<file path="config.mk">
export PLATFORM = sky130hd
export DESIGN_NAME = cam_dvp_tx
export DESIGN_NICKNAME = d
export VERILOG_FILES = /design/src/rtl/cam_dvp_tx.sv
export SDC_FILE = /design/constraint.sdc
export NUM_CORES = 1
export LEC_CHECK = 0
export CORE_UTILIZATION = 30
export DETAILED_ROUTE_END_ITERATION = 16
export DONT_BUFFER_PORTS = 1
export GPL_TIMING_DRIVEN = 0
export PLACE_DENSITY = 0.49
export SLEW_MARGIN = 10
export SYNTH_ARGS = -nofsm -noshare
export SYNTH_HDL_FRONTEND = slang
export SYNTH_SLANG_ARGS = --single-unit
</file>
<file path="constraint.sdc">
create_clock -name cmos_pclk -period 9.1 [get_ports cmos_pclk]
set_input_delay 1.82 -clock cmos_pclk [delete_from_list [all_inputs] [get_ports cmos_pclk]]
set_output_delay 1.82 -clock cmos_pclk [all_outputs]
set_load 0.005 [all_outputs]
</file>
<file path="src/rtl/cam_dvp_tx.sv">
// DVP camera-sensor emulator: OV-style vsyn/href timing with RGB565 test patterns,
// two bytes per pixel, high byte first. Every output is a flop fed from the next-cycle position.
module cam_dvp_tx #(
    parameter int          H_ACTIVE    = 640,
    parameter int          V_ACTIVE    = 480,
    parameter int          H_BLANK     = 144,
    parameter int          VS_LINES    = 3,
    parameter int          VB_LINES    = 17,
    parameter int          VF_LINES    = 10,
    parameter logic [15:0] SOLID_COLOR = 16'hF800
) (
    input  logic        cmos_pclk,
    input  logic        rst_133,
    input  logic        en,
    input  logic [1:0]  pattern_sel,
    output logic        cmos_vsyn,
    output logic        cmos_href,
    output logic [7:0]  cmos_data,
    output logic        frame_done,
    output logic [15:0] frame_cnt
);

    localparam logic [2:0] S_IDLE   = 3'd0;
    localparam logic [2:0] S_VSYNC  = 3'd1;
    localparam logic [2:0] S_VBACK  = 3'd2;
    localparam logic [2:0] S_ACTIVE = 3'd3;
    localparam logic [2:0] S_VFRONT = 3'd4;

    localparam int          LINE_LEN  = 2*H_ACTIVE + H_BLANK;
    localparam logic [15:0] LAST_BYTE = 16'(LINE_LEN - 1);
    localparam logic [15:0] HREF_LEN  = 16'(2*H_ACTIVE);
    localparam logic [15:0] BAR_W     = 16'(H_ACTIVE/8);

    // Zero-line states are folded out of the sequence at elaboration time.
    localparam logic [2:0] S_FIRST    = (VS_LINES > 0) ? S_VSYNC :
                                        (VB_LINES > 0) ? S_VBACK : S_ACTIVE;
    localparam logic [2:0] S_AFTER_VS = (VB_LINES > 0) ? S_VBACK : S_ACTIVE;
    localparam logic [2:0] S_LAST     = (VF_LINES > 0) ? S_VFRONT : S_ACTIVE;

    function automatic logic [15:0] last_line(input logic [2:0] s);
        case (s)
            S_VSYNC:  return 16'(VS_LINES - 1);
            S_VBACK:  return 16'(VB_LINES - 1);
            S_ACTIVE: return 16'(V_ACTIVE - 1);
            S_VFRONT: return 16'(VF_LINES - 1);
            default:  return 16'd0;
        endcase
    endfunction

    logic [2:0]  state, nxt_state;
    logic [15:0] byte_cnt, nxt_byte;
    logic [15:0] line_cnt, nxt_line;
    logic [1:0]  pat, nxt_pat;
    logic [15:0] pix_cnt;
    logic        start;

    always_comb begin
        nxt_state = state;
        nxt_byte  = byte_cnt;
        nxt_line  = line_cnt;
        start     = 1'b0;
        if (state == S_IDLE) begin
            if (en) begin
                nxt_state = S_FIRST;
                start     = 1'b1;
            end
        end else if (byte_cnt != LAST_BYTE) begin
            nxt_byte = byte_cnt + 16'd1;
        end else begin
            nxt_byte = '0;
            if (line_cnt != last_line(state)) begin
                nxt_line = line_cnt + 16'd1;
            end else begin
                nxt_line = '0;
                if (state == S_LAST) begin
                    if (en) begin
                        nxt_state = S_FIRST;
                        start     = 1'b1;
                    end else begin
                        nxt_state = S_IDLE;
                    end
                end else if (state == S_VSYNC) begin
                    nxt_state = S_AFTER_VS;
                end else if (state == S_VBACK) begin
                    nxt_state = S_ACTIVE;
                end else begin
                    nxt_state = S_VFRONT;
                end
            end
        end
        nxt_pat = start ? pattern_sel : pat;
    end

    logic [15:0] col;
    logic [2:0]  bar;
    logic [15:0] pixel;
    logic        href_n;
    logic        last_n;

    always_comb begin
        col    = nxt_byte >> 1;
        bar    = 3'(col / BAR_W);
        href_n = (nxt_state == S_ACTIVE) && (nxt_byte < HREF_LEN);
        last_n = (nxt_state == S_LAST) && (nxt_line == last_line(S_LAST)) &&
                 (nxt_byte == LAST_BYTE);
        pixel  = 16'h0000;
        case (nxt_pat)
            2'd0: begin
                case (bar)
                    3'd0: pixel = 16'hFFFF;
                    3'd1: pixel = 16'hFFE0;
                    3'd2: pixel = 16'h07FF;
                    3'd3: pixel = 16'h07E0;
                    3'd4: pixel = 16'hF81F;
                    3'd5: pixel = 16'hF800;
                    3'd6: pixel = 16'h001F;
                    default: pixel = 16'h0000;
                endcase
            end
            2'd1:    pixel = start ? 16'h0000 : pix_cnt;
            2'd2:    pixel = SOLID_COLOR;
            default: pixel = (((col ^ nxt_line) & 16'h0010) != 16'h0000) ? 16'hFFFF : 16'h0000;
        endcase
    end

    always_ff @(posedge cmos_pclk or negedge rst_133) begin
        if (!rst_133) begin
            state      <= S_IDLE;
            byte_cnt   <= '0;
            line_cnt   <= '0;
            pat        <= '0;
            pix_cnt    <= '0;
            cmos_vsyn  <= 1'b0;
            cmos_href  <= 1'b0;
            cmos_data  <= '0;
            frame_done <= 1'b0;
            frame_cnt  <= '0;
        end else begin
            state      <= nxt_state;
            byte_cnt   <= nxt_byte;
            line_cnt   <= nxt_line;
            pat        <= nxt_pat;
            cmos_vsyn  <= (nxt_state == S_VSYNC);
            cmos_href  <= href_n;
            cmos_data  <= !href_n ? 8'h00 : (nxt_byte[0] ? pixel[7:0] : pixel[15:8]);
            frame_done <= last_n;
            if (last_n)
                frame_cnt <= frame_cnt + 16'd1;
            // Counter pattern advances after the low byte of each pixel leaves.
            if (start)
                pix_cnt <= '0;
            else if (href_n && nxt_byte[0])
                pix_cnt <= pix_cnt + 16'd1;
        end
    end

endmodule
</file>
==> summary.txt, run 1 <==
Place WS = 3960 ps
Tcrit/Tclk final = 57.8%
Min-delay src = frame_cnt[12]
CTS sink cnt = 80
RSZ-0062 raised after global routing = no
Max Clock Freq = 190 MHz
Gate power share = 0%
Max-slew headroom = 41.5%
Die width = 137 um
CP max FO = 10
CP startpoint kind = flip-flop
# hold bufs at CTS = 0
Cell Area, Synth = 5470 sq um
Reg clk slew, reported paths = 70 ps
Total net switching power = 164 uW
Critical Path Start = byte_cnt[14]
Via density = 5.72
Outcome = completed
CP required = 9300 ps
Routed via count = 5,129
Least-Margin Pin Slew = 869 ps
Arr. time, crit path = 5460 ps
Sequential Power Share = 48.1%
Internal power = 574 uW
Post-route cell area = 6070 sq um
Register area share after synthesis = 36.6%
Pins Over Slew Limit = 0
Die height = 137 um
Post-place instance area = 5760 sq um
Kind of critical path = reg2reg
Layout cell share with drive strength beyond 1 = 7.49%
Worst setup EP type = flip-flop
Total track usage = 17.3%
Worst flop-to-flop path startpoint = byte_cnt[14]
Synth warnings = 0
Fin crit period = 5260 ps
FF+latch count, synth = 80
Syn_area_per_cell = 8.39 sq um
Post-synth top flop = dfrtp_1
Ys async rst share = 100%
P_leak = 2.49 nW
H-tree levels = 3
# resized after CTS = 0
Clock root cell = clkbuf_16
Full die area = 18,800 sq um
Switching Share = 22.2%
Post-synthesis cell type count = 75
Antenna cells = 0
FP Rows = 49
Number of CTS-inserted buffers = 9
Placer Congestion = 0.894
Worst vdd ir = 0.0838 mV
Layout Skew = 5.55 ps
Clock power frac = 51.8%
DR iter-0 viols = 338
# Max-Cap Violations = 0
Grt ovf = 0
DR pass1 iterations = 5
Fin Setup TNS = 0 ps
Pwr per Cell Area = 122 nW/um^2
Syn Nets = 661
Post-layout worst setup margin = 3840 ps
Post-detail-place hpwl = 11.2 mm
Final WL = 15.4 mm
Number of synthesized flops with an enable pin = 0
Core area = 17,900 sq um
Worst hold margin = 509 ps
Pin count of the biggest net entering global routing = 81
Cells after synthesis = 652
Clk buf depth = 2
Final nets = 672
Final hold vios = 0
Post-route ant nets = 0
Initial Utilization = 30.6%
Area grow syn2layout = 10.9%
Clk_lat worst skew = 340 ps
Post-DR wirelength/cell = 17.1 um
Top Ports = 32
Worst min path class = reg2reg
CTS tree = yes
DR DRC count = 0
Port Buf Inserts = 0
First-pass GRT wire length = 25.6 mm
Setup violators final = 0
Initial antenna violation count = 0
Vias in the first global route = 4,921
Setup bufs post-CTS = 0
-- sequential cells by signal, indices dropped and copies added, names as in the netlist --
register    count
byte_cnt       16
frame_cnt      16
line_cnt       16
pix_cnt        16
cmos_data       8
state           3
pat             2
cmos_href       1
cmos_vsyn       1
frame_done      1
-- stage by stage --
| stage | cells | power (mW) | util (%) |
|---|---|---|---|
| 2_1_floorplan | 652 | 0.362 | - |
| 3_3_place_gp | 881 | 0.362 | 32.2 |
| 3_5_place_dp | 881 | 0.362 | 32.2 |
| 4_1_cts | 897 | 0.747 | 33.9 |
| 5_1_grt | 897 | 0.766 | 33.9 |
| 6_report | 897 | 0.738 | 33.9 |
-- worst max-delay path, cell delays in order, from the launching register on --
cell      delay [ps]
dfrtp_1          360
clkbuf_1         260
nor4b_1          440
nand4_1          280
a21o_1           230
a21oi_1          660
inv_1            190
buf_1            300
nor2_1           270
o21ai_0          100
nor3_1           610
nand2_1          290
a21oi_1          290
and2_1           150
clkbuf_1         290
nor2b_1          200
xnor2_1          130
nor2_1            50
-- worst paths after layout --
path                                      end  slack (ps)  depth (start not counted)
worst max-delay path              pix_cnt[14]        3840                         17
worst max register to register    pix_cnt[14]        3840                         17
worst min-delay path            frame_cnt[12]         510                          1
max in group asynchronous         byte_cnt[1]        7750                          0
worst min register to register  frame_cnt[12]         510                          1
min in group asynchronous        line_cnt[13]        1170                          0
-- cells by family (layout without fill, tap and decap cells) --
logic type / Yosys count / count (layout) / synth area share (%)
and+or+nand+nor: 302 / 302 / 28.8
AOI/OAI and AO/OA: 158 / 158 / 20.9
DFF: 80 / 80 / 36.6
buffers and inverters: 55 / 71 / 4.21
xor gates and xnor gates: 49 / 49 / 7.84
adders and majority gates: 4 / 4 / 0.915
muxes: 4 / 4 / 0.755
-- cell usage after synthesis (3+ instances only) --
cell type / instances / share of area, %
nand3_1: 39 / 3.6
nor4_1: 10 / 1.1
a211oi_2: 4 / 0.91
nand2b_1: 5 / 0.57
nor2_1: 46 / 3.2
nor2b_1: 3 / 0.34
o31ai_1: 4 / 0.55
clkbuf_1: 22 / 1.5
a21oi_1: 28 / 2.6
ha_1: 4 / 0.91
nor4b_1: 6 / 0.96
and2_1: 5 / 0.57
and3_1: 23 / 2.6
a211o_1: 4 / 0.64
buf_2: 7 / 0.64
nand4_1: 21 / 2.4
o21ai_1: 3 / 0.27
o32ai_1: 6 / 0.96
or3_1: 15 / 1.7
dfrtp_1: 80 / 37
o31a_1: 3 / 0.48
xor2_1: 19 / 3.0
o21ai_0: 38 / 3.5
mux2i_1: 3 / 0.55
a31oi_1: 9 / 1.0
nor3b_1: 3 / 0.41
a211oi_1: 12 / 1.6
nand2_1: 76 / 5.2
a21o_1: 6 / 0.82
nor3_1: 32 / 2.9
o211ai_1: 5 / 0.69
inv_1: 20 / 1.4
a22o_1: 4 / 0.64
xnor2_1: 30 / 4.8
a221oi_1: 3 / 0.48
o31ai_2: 3 / 0.69
-- power groups by stage --
stage          clock network, mW  registers [mW]  logic [mW]
5_1_grt                    0.411           0.355    0.000193
2_1_floorplan                  0           0.362    0.000161
3_3_place_gp                   0           0.362    0.000164
6_report                   0.383           0.355    0.000187
4_1_cts                    0.392           0.355    0.000186
3_5_place_dp                   0           0.362    0.000187
-- layout make-up --
| class | count | area [sq um] |
|---|---|---|
| Buffer | 32 | 144 |
| Clock buffer | 9 | 225 |
| Clock inverter | 7 | 85.1 |
| Fill cell | 1841 | 11800 |
| Inverter | 23 | 86.3 |
| Multi-Input combinational cell | 517 | 3240 |
| Sequential cell | 80 | 2000 |
| Tap cell | 229 | 287 |
-- routing by layer --
metal	vias to the layer above	global-route usage [%]	routed length, um
met5	-	0	0
met1	2524	24.1	7460
met3	19	3.19	625
li1	2446	-	-
met2	140	27.0	7040
met4	0	5.25	244
-- layout by cell type (no fill, tap or decap), types with 3 or more instances in the layout --
cell,netlist,routed
and3_1,23,23
or3_1,15,15
mux2i_1,3,3
inv_1,20,20
buf_2,7,7
a211oi_1,12,12
a22o_1,4,4
a21o_1,6,6
nor2b_1,3,3
xnor2_1,30,30
o31ai_2,3,3
nor4_1,10,10
o211ai_1,5,5
xor2_1,19,19
o31a_1,3,3
a221oi_1,3,3
nand2b_1,5,5
clkbuf_16,0,9
o31ai_1,4,4
a211oi_2,4,4
dfrtp_1,80,80
nor4b_1,6,6
o21ai_0,38,38
a211o_1,4,4
nand4_1,21,21
clkbuf_1,22,22
nand2_1,76,76
o32ai_1,6,6
nand3_1,39,39
and2_1,5,5
nor2_1,46,46
nor3_1,32,32
ha_1,4,4
nor3b_1,3,3
a31oi_1,9,9
o21ai_1,3,3
a21oi_1,28,28
No activity file was read; power rests on OpenSTA's default activity.
==> run 2, diff against run 1 <==
--- a/config.mk
+++ b/config.mk
@@ -9,7 +9,7 @@
 export DETAILED_ROUTE_END_ITERATION = 16
 export DONT_BUFFER_PORTS = 1
 export GPL_TIMING_DRIVEN = 0
-export PLACE_DENSITY = 0.49
+export PLACE_DENSITY = 0.5
 export SLEW_MARGIN = 10
 export SYNTH_ARGS = -nofsm -noshare
 export SYNTH_HDL_FRONTEND = slang
==> constraint.sdc (replaced) <==
create_clock -name cmos_pclk -period 4.45 [get_ports cmos_pclk]
set_input_delay 0.89 -clock cmos_pclk [delete_from_list [all_inputs] [get_ports cmos_pclk]]
set_output_delay 0.89 -clock cmos_pclk [all_outputs]
set_load 0.005 [all_outputs]
==> summary.txt, run 2 (same netlist as run 1, synthesis figures left out) <==
Max-slew headroom = 36.4%
Final hold vios = 0
Number of CTS-inserted buffers = 9
RSZ-0062 raised after global routing = yes
CTS sink cnt = 80
Tcrit/Tclk final = 100%
Layout Skew = 9.81 ps
Grt ovf = 0
FP Rows = 49
P_leak = 2.87 nW
Pins Over Slew Limit = 0
Total net switching power = 330 uW
Failing checks = negative setup slack
# hold bufs at CTS = 0
Final WL = 16.6 mm
Cells after DPL = 881
Placer Congestion = 0.892
CP max FO = 8
Initial Utilization = 30.6%
Worst min path class = in2async
FF-to-FF path depth = 16
Worst vdd ir = 0.155 mV
Clk_lat worst skew = 350 ps
Post-route cell area = 6960 sq um
DR pass1 iterations = 5
Post-route ant nets = 0
Gate power share = 0%
Met2 usage = 27.0%
CP required = 4700 ps
Post-DR wirelength/cell = 17.6 um
Place WS = -750 ps
CP startpoint kind = flip-flop
Fill count = 1,793
Fin crit period = 4460 ps
Clk buf depth = 2
Initial antenna violation count = 0
Kind of critical path = reg2reg
Pin count of the biggest net entering global routing = 81
CP max stage delay = 410 ps
Vias in the first global route = 4,892
DR iter-0 viols = 510
Setup violators final = 1
Full die area = 18,800 sq um
Cell Count, Final, Fillers Out = 942
# Max-Cap Violations = 0
Core area = 17,900 sq um
Arr. time, crit path = 4700 ps
Top Ports = 32
Commonest non-fill, non-tap cell in the layout = dfrtp_1
Core Util, Final = 38.9%
Layer with the highest usage = met2
DR DRC count = 0
Pwr per Cell Area = 209 nW/um^2
Most frequent cells in the layout = dfrtp_1 (75), nand2_1 (73), buf_4 (47), nor2_1 (39), o21ai_0 (34)
Post-place instance area = 5760 sq um
Post-layout worst setup margin = -6.97 ps
Clock power frac = 50.1%
First-pass GRT wire length = 25.4 mm
Least-Margin Pin Slew = 945 ps
Worst-path cell chain = buf_6 -> buf_4 -> nor4_1 -> nand4_1 -> nor2_4 -> o211ai_1 -> a21oi_1 -> a2bb2oi_4 -> and3_1 -> buf_2 -> o22ai_2 -> o311a_1 -> or3_4 -> a221oi_4 -> o31ai_4 -> a211oi_2
Post-detail-place hpwl = 11.3 mm
Port Buf Inserts = 0
Die width = 137 um
Via density = 5.68
Met1 global-route usage = 23.9%
Routed via count = 5,350
Die height = 137 um
Fin Setup TNS = -6.97 ps
Register Area = 2010 sq um
Final nets = 717
Worst flop-to-flop path startpoint = byte_cnt[6]
Multi-input logic area = 3780 sq um
CTS tree = yes
Internal power = 1.13 mW
Worst reg2reg path endpoint = cmos_data[5]
Switching Share = 22.7%
Total track usage = 17.2%
Sequential Power Share = 49.9%
Outcome = finished, violations left
Layout cell share with drive strength beyond 1 = 24.7%
FF-to-FF setup slack = -7 ps
Slowest-stage cell, CP = nor4_1
Met3 usage = 2.59%
Worst setup EP type = flip-flop
Clock root cell = clkbuf_16
H-tree levels = 3
Area grow syn2layout = 27.2%
Max Clock Freq = 224 MHz
Reg clk slew, reported paths = 70 ps
Antenna cells = 0
run 2: changes by cell type in the layout (fill, tap and decap cells not counted), sizes merged:
cell | before | now
buf | 10 | 56
bufinv | 1 | 0
inv | 26 | 25
clkinv | 1 | 2
run 2: worst max-delay path: cells and delay by family (launching register included):
kind,cells,cell delay [ps]
AO/OA/AOI/OAI,8,1890
flip-flops,1,380
AND/OR/NAND/NOR,5,1600
buffers and inverters,3,490
run 2: stage by stage:
| step | hold slack [ps] | power, mW |
|---|---|---|
| 3_5_place_dp | 506 | 0.741 |
| 2_1_floorplan | 468 | 0.741 |
| 5_1_grt | 230 | 1.50 |
| 3_3_place_gp | 497 | 0.741 |
| 6_report | 239 | 1.46 |
| 4_1_cts | 231 | 1.47 |
run 2: how the worst max path moves through the flow:
stage	slack, ps	endpoint	cells past startpoint	from
after CTS	-40	cmos_data[4]	15	byte_cnt[6]
final	-7	cmos_data[5]	16	byte_cnt[6]
after floorplan	370	cmos_data[1]	16	byte_cnt[6]
after global routing	-170	cmos_data[5]	16	byte_cnt[6]
after global placement	-680	pix_cnt[14]	17	byte_cnt[14]
after detailed placement	-750	pix_cnt[9]	15	byte_cnt[14]
run 2: area by class of cell:
| cell class | instances | area share [%] |
|---|---|---|
| plain buffers | 29 | 2.10 |
| clock buffers | 10 | 3.43 |
| clock inverters | 6 | 0.719 |
| inverters | 23 | 1.28 |
| multi-input cells | 517 | 54.3 |
| flip-flops and latches | 80 | 28.9 |
| well taps | 229 | 4.12 |
| repair buffers | 48 | 5.23 |
run 2: what timing repair did:
| item | in CTS | in global routing |
|---|---|---|
| buffers inserted | 5 | 43 |
| pin swaps | 8 | 34 |
| endpoints found under the setup margin | 33 | 31 |
| resized for setup | 23 | 95 |
run 2: per-layer routing:
layer	vias up	wire length [um]
met2	166	7830
li1	2528	-
met1	2631	7710
met5	-	0
met4	0	274
met3	25	803
run 2: power by group through the flow:
stage	Sequential, mW	Combinational, mW	Clock (mW)
2_1_floorplan	0.741	0.000327	0
3_3_place_gp	0.741	0.000336	0
3_5_place_dp	0.741	0.000342	0
4_1_cts	0.727	0.000352	0.741
5_1_grt	0.726	0.000394	0.770
6_report	0.727	0.000396	0.729
==> run 3, diff against run 2 <==
--- a/config.mk
+++ b/config.mk
@@ -10,6 +10,7 @@
 export DONT_BUFFER_PORTS = 1
 export GPL_TIMING_DRIVEN = 0
 export PLACE_DENSITY = 0.5
+export REMOVE_ABC_BUFFERS = 1
 export SLEW_MARGIN = 10
 export SYNTH_ARGS = -nofsm -noshare
 export SYNTH_HDL_FRONTEND = slang
==> summary.txt, run 3 (same netlist as run 1, synthesis figures left out) <==
Die height = 137 um
Max Clock Freq = 231 MHz
Sequential Power Share = 49.9%
Kind of critical path = reg2reg
Core area = 17,900 sq um
# hold bufs at CTS = 0
Core Util, Final = 38.1%
Pins Over Slew Limit = 0
Most frequent CP cell = or4_4
Worst vdd ir = 0.204 mV
DR pass1 iterations = 5
Total track usage = 16.9%
DR iter-0 viols = 373
Initial antenna violation count = 0
Area grow syn2layout = 24.8%
Reg clk slew, reported paths = 70 ps
Fill count = 1,776
Post-place instance area = 5610 sq um
RSZ-0062 raised after global routing = yes
Switching Share = 21.9%
Post-detail-place hpwl = 10.8 mm
Worst-path cell chain = nand4_1 -> nand2b_4 -> or4_4 -> a211oi_4 -> o21ai_1 -> or4_4 -> a31oi_4 -> o22ai_1 -> o311a_1 -> or3_4 -> a221oi_4 -> o31ai_4 -> a211oi_2
Slowest-stage cell, CP = or4_4
Max-slew headroom = 43.5%
Vias in the first global route = 4,771
Via density = 5.79
Final WL = 16.3 mm
Outcome = completed
Grt ovf = 0
Number of CTS-inserted buffers = 9
FF-to-FF path depth = 13
# Max-Cap Violations = 0
Worst reg2reg path endpoint = cmos_data[5]
Power Total = 1.46 mW
Final nets = 691
H-tree levels = 3
Final hold vios = 0
CTS tree = yes
Full die area = 18,800 sq um
CP required = 4710 ps
CTS sink cnt = 80
FF-to-FF setup slack = 120 ps
Pwr per Cell Area = 213 nW/um^2
P_leak = 2.77 nW
Clk buf depth = 2
Port Buf Inserts = 0
Pin count of the biggest net entering global routing = 81
Least-Margin Pin Slew = 839 ps
Clk_lat worst skew = 350 ps
Top Ports = 32
Buf/Inv on CP = 0
Worst min path class = in2async
Initial Utilization = 30.6%
Worst setup EP type = flip-flop
CP startpoint kind = flip-flop
Antenna cells = 0
DR DRC count = 0
Layout cell share with drive strength beyond 1 = 24.3%
Placer Congestion = 0.878
Die width = 137 um
CP max stage delay = 560 ps
Gate power share = 0%
Critical path's top delay family = simple AND/OR/NAND/NOR gates
First-pass GRT wire length = 24.8 mm
Post-route cell area = 6830 sq um
Fin Setup TNS = 0 ps
Post-route ant nets = 0
Internal power = 1.14 mW
Post-DR wirelength/cell = 17.7 um
CP max FO = 6
Commonest non-fill, non-tap cell in the layout = nand2_1
Total net switching power = 320 uW
Routed via count = 5,308
Most frequent cells in the layout = nand2_1 (73), dfrtp_1 (64), buf_4 (46), nor2_1 (41), o21ai_0 (36)
Tcrit/Tclk final = 97.4%
FP Rows = 49
Clock root cell = clkbuf_16
Worst hold margin = 238 ps
Worst flop-to-flop path startpoint = byte_cnt[3]
Fin crit period = 4330 ps
Arr. time, crit path = 4590 ps
Layout Skew = 8.53 ps
Clock power frac = 50.1%
Setup violators final = 0
run 3: area by class of cell:
class | count | area, sq um | area share [%]
flip-flops and latches | 80 | 2020 | 29.6
clock inverters | 5 | 38.8 | 0.568
clock buffers | 11 | 253 | 3.70
repair buffers | 51 | 422 | 6.17
well taps | 229 | 287 | 4.20
multi-input cells | 517 | 3720 | 54.4
inverters | 23 | 91.3 | 1.34
run 3: how the worst max path moves through the flow:
stage | start | end | slack, ps | depth (start not counted)
2_1_floorplan | byte_cnt[4] | cmos_data[1] | 350 | 13
3_3_place_gp | state[0] | cmos_data[0] | -810 | 13
6_report | byte_cnt[3] | cmos_data[5] | 120 | 13
3_5_place_dp | state[0] | cmos_data[0] | -700 | 13
5_1_grt | byte_cnt[12] | frame_cnt[15] | -180 | 14
4_1_cts | byte_cnt[4] | cmos_data[2] | -0.5 | 13
run 3: power groups by stage:
stage | sequential [mW] | clock (mW) | combinational (mW)
after detailed placement | 0.741 | 0 | 0.000345
after floorplan | 0.741 | 0 | 0.000327
after CTS | 0.727 | 0.752 | 0.000394
final | 0.727 | 0.730 | 0.000398
after global routing | 0.726 | 0.775 | 0.000414
after global placement | 0.741 | 0 | 0.000341
run 3: per-layer routing:
layer	wire length, um	GRT usage, %	vias to the layer above
met5	0	0	-
met4	202	5.86	0
met3	821	3.07	17
met2	7930	27.7	176
met1	7300	22.2	2633
li1	-	-	2482
run 3: what timing repair did:
action                                 in CTS  in global routing
gates resized for setup                    41                 64
setup buffers                              11                 40
setup endpoints to repair                  33                 30
pin swaps                                   4                 16
endpoints found under the hold margin       0                  0
gates cloned                                0                  0
run 3: worst reg2reg max path: cells and delay by family (launching register included):
kind | cells | cell delay [ps]
AOI/OAI and AO/OA | 8 | 1880
and+or+nand+nor | 5 | 1970
DFF | 1 | 420
run 3: metrics by stage:
step	setup WS, ps	cells
after CTS	-0.514	876
after global placement	-807	849
after detailed placement	-699	849
final	116	916
after global routing	-177	916
after floorplan	348	620
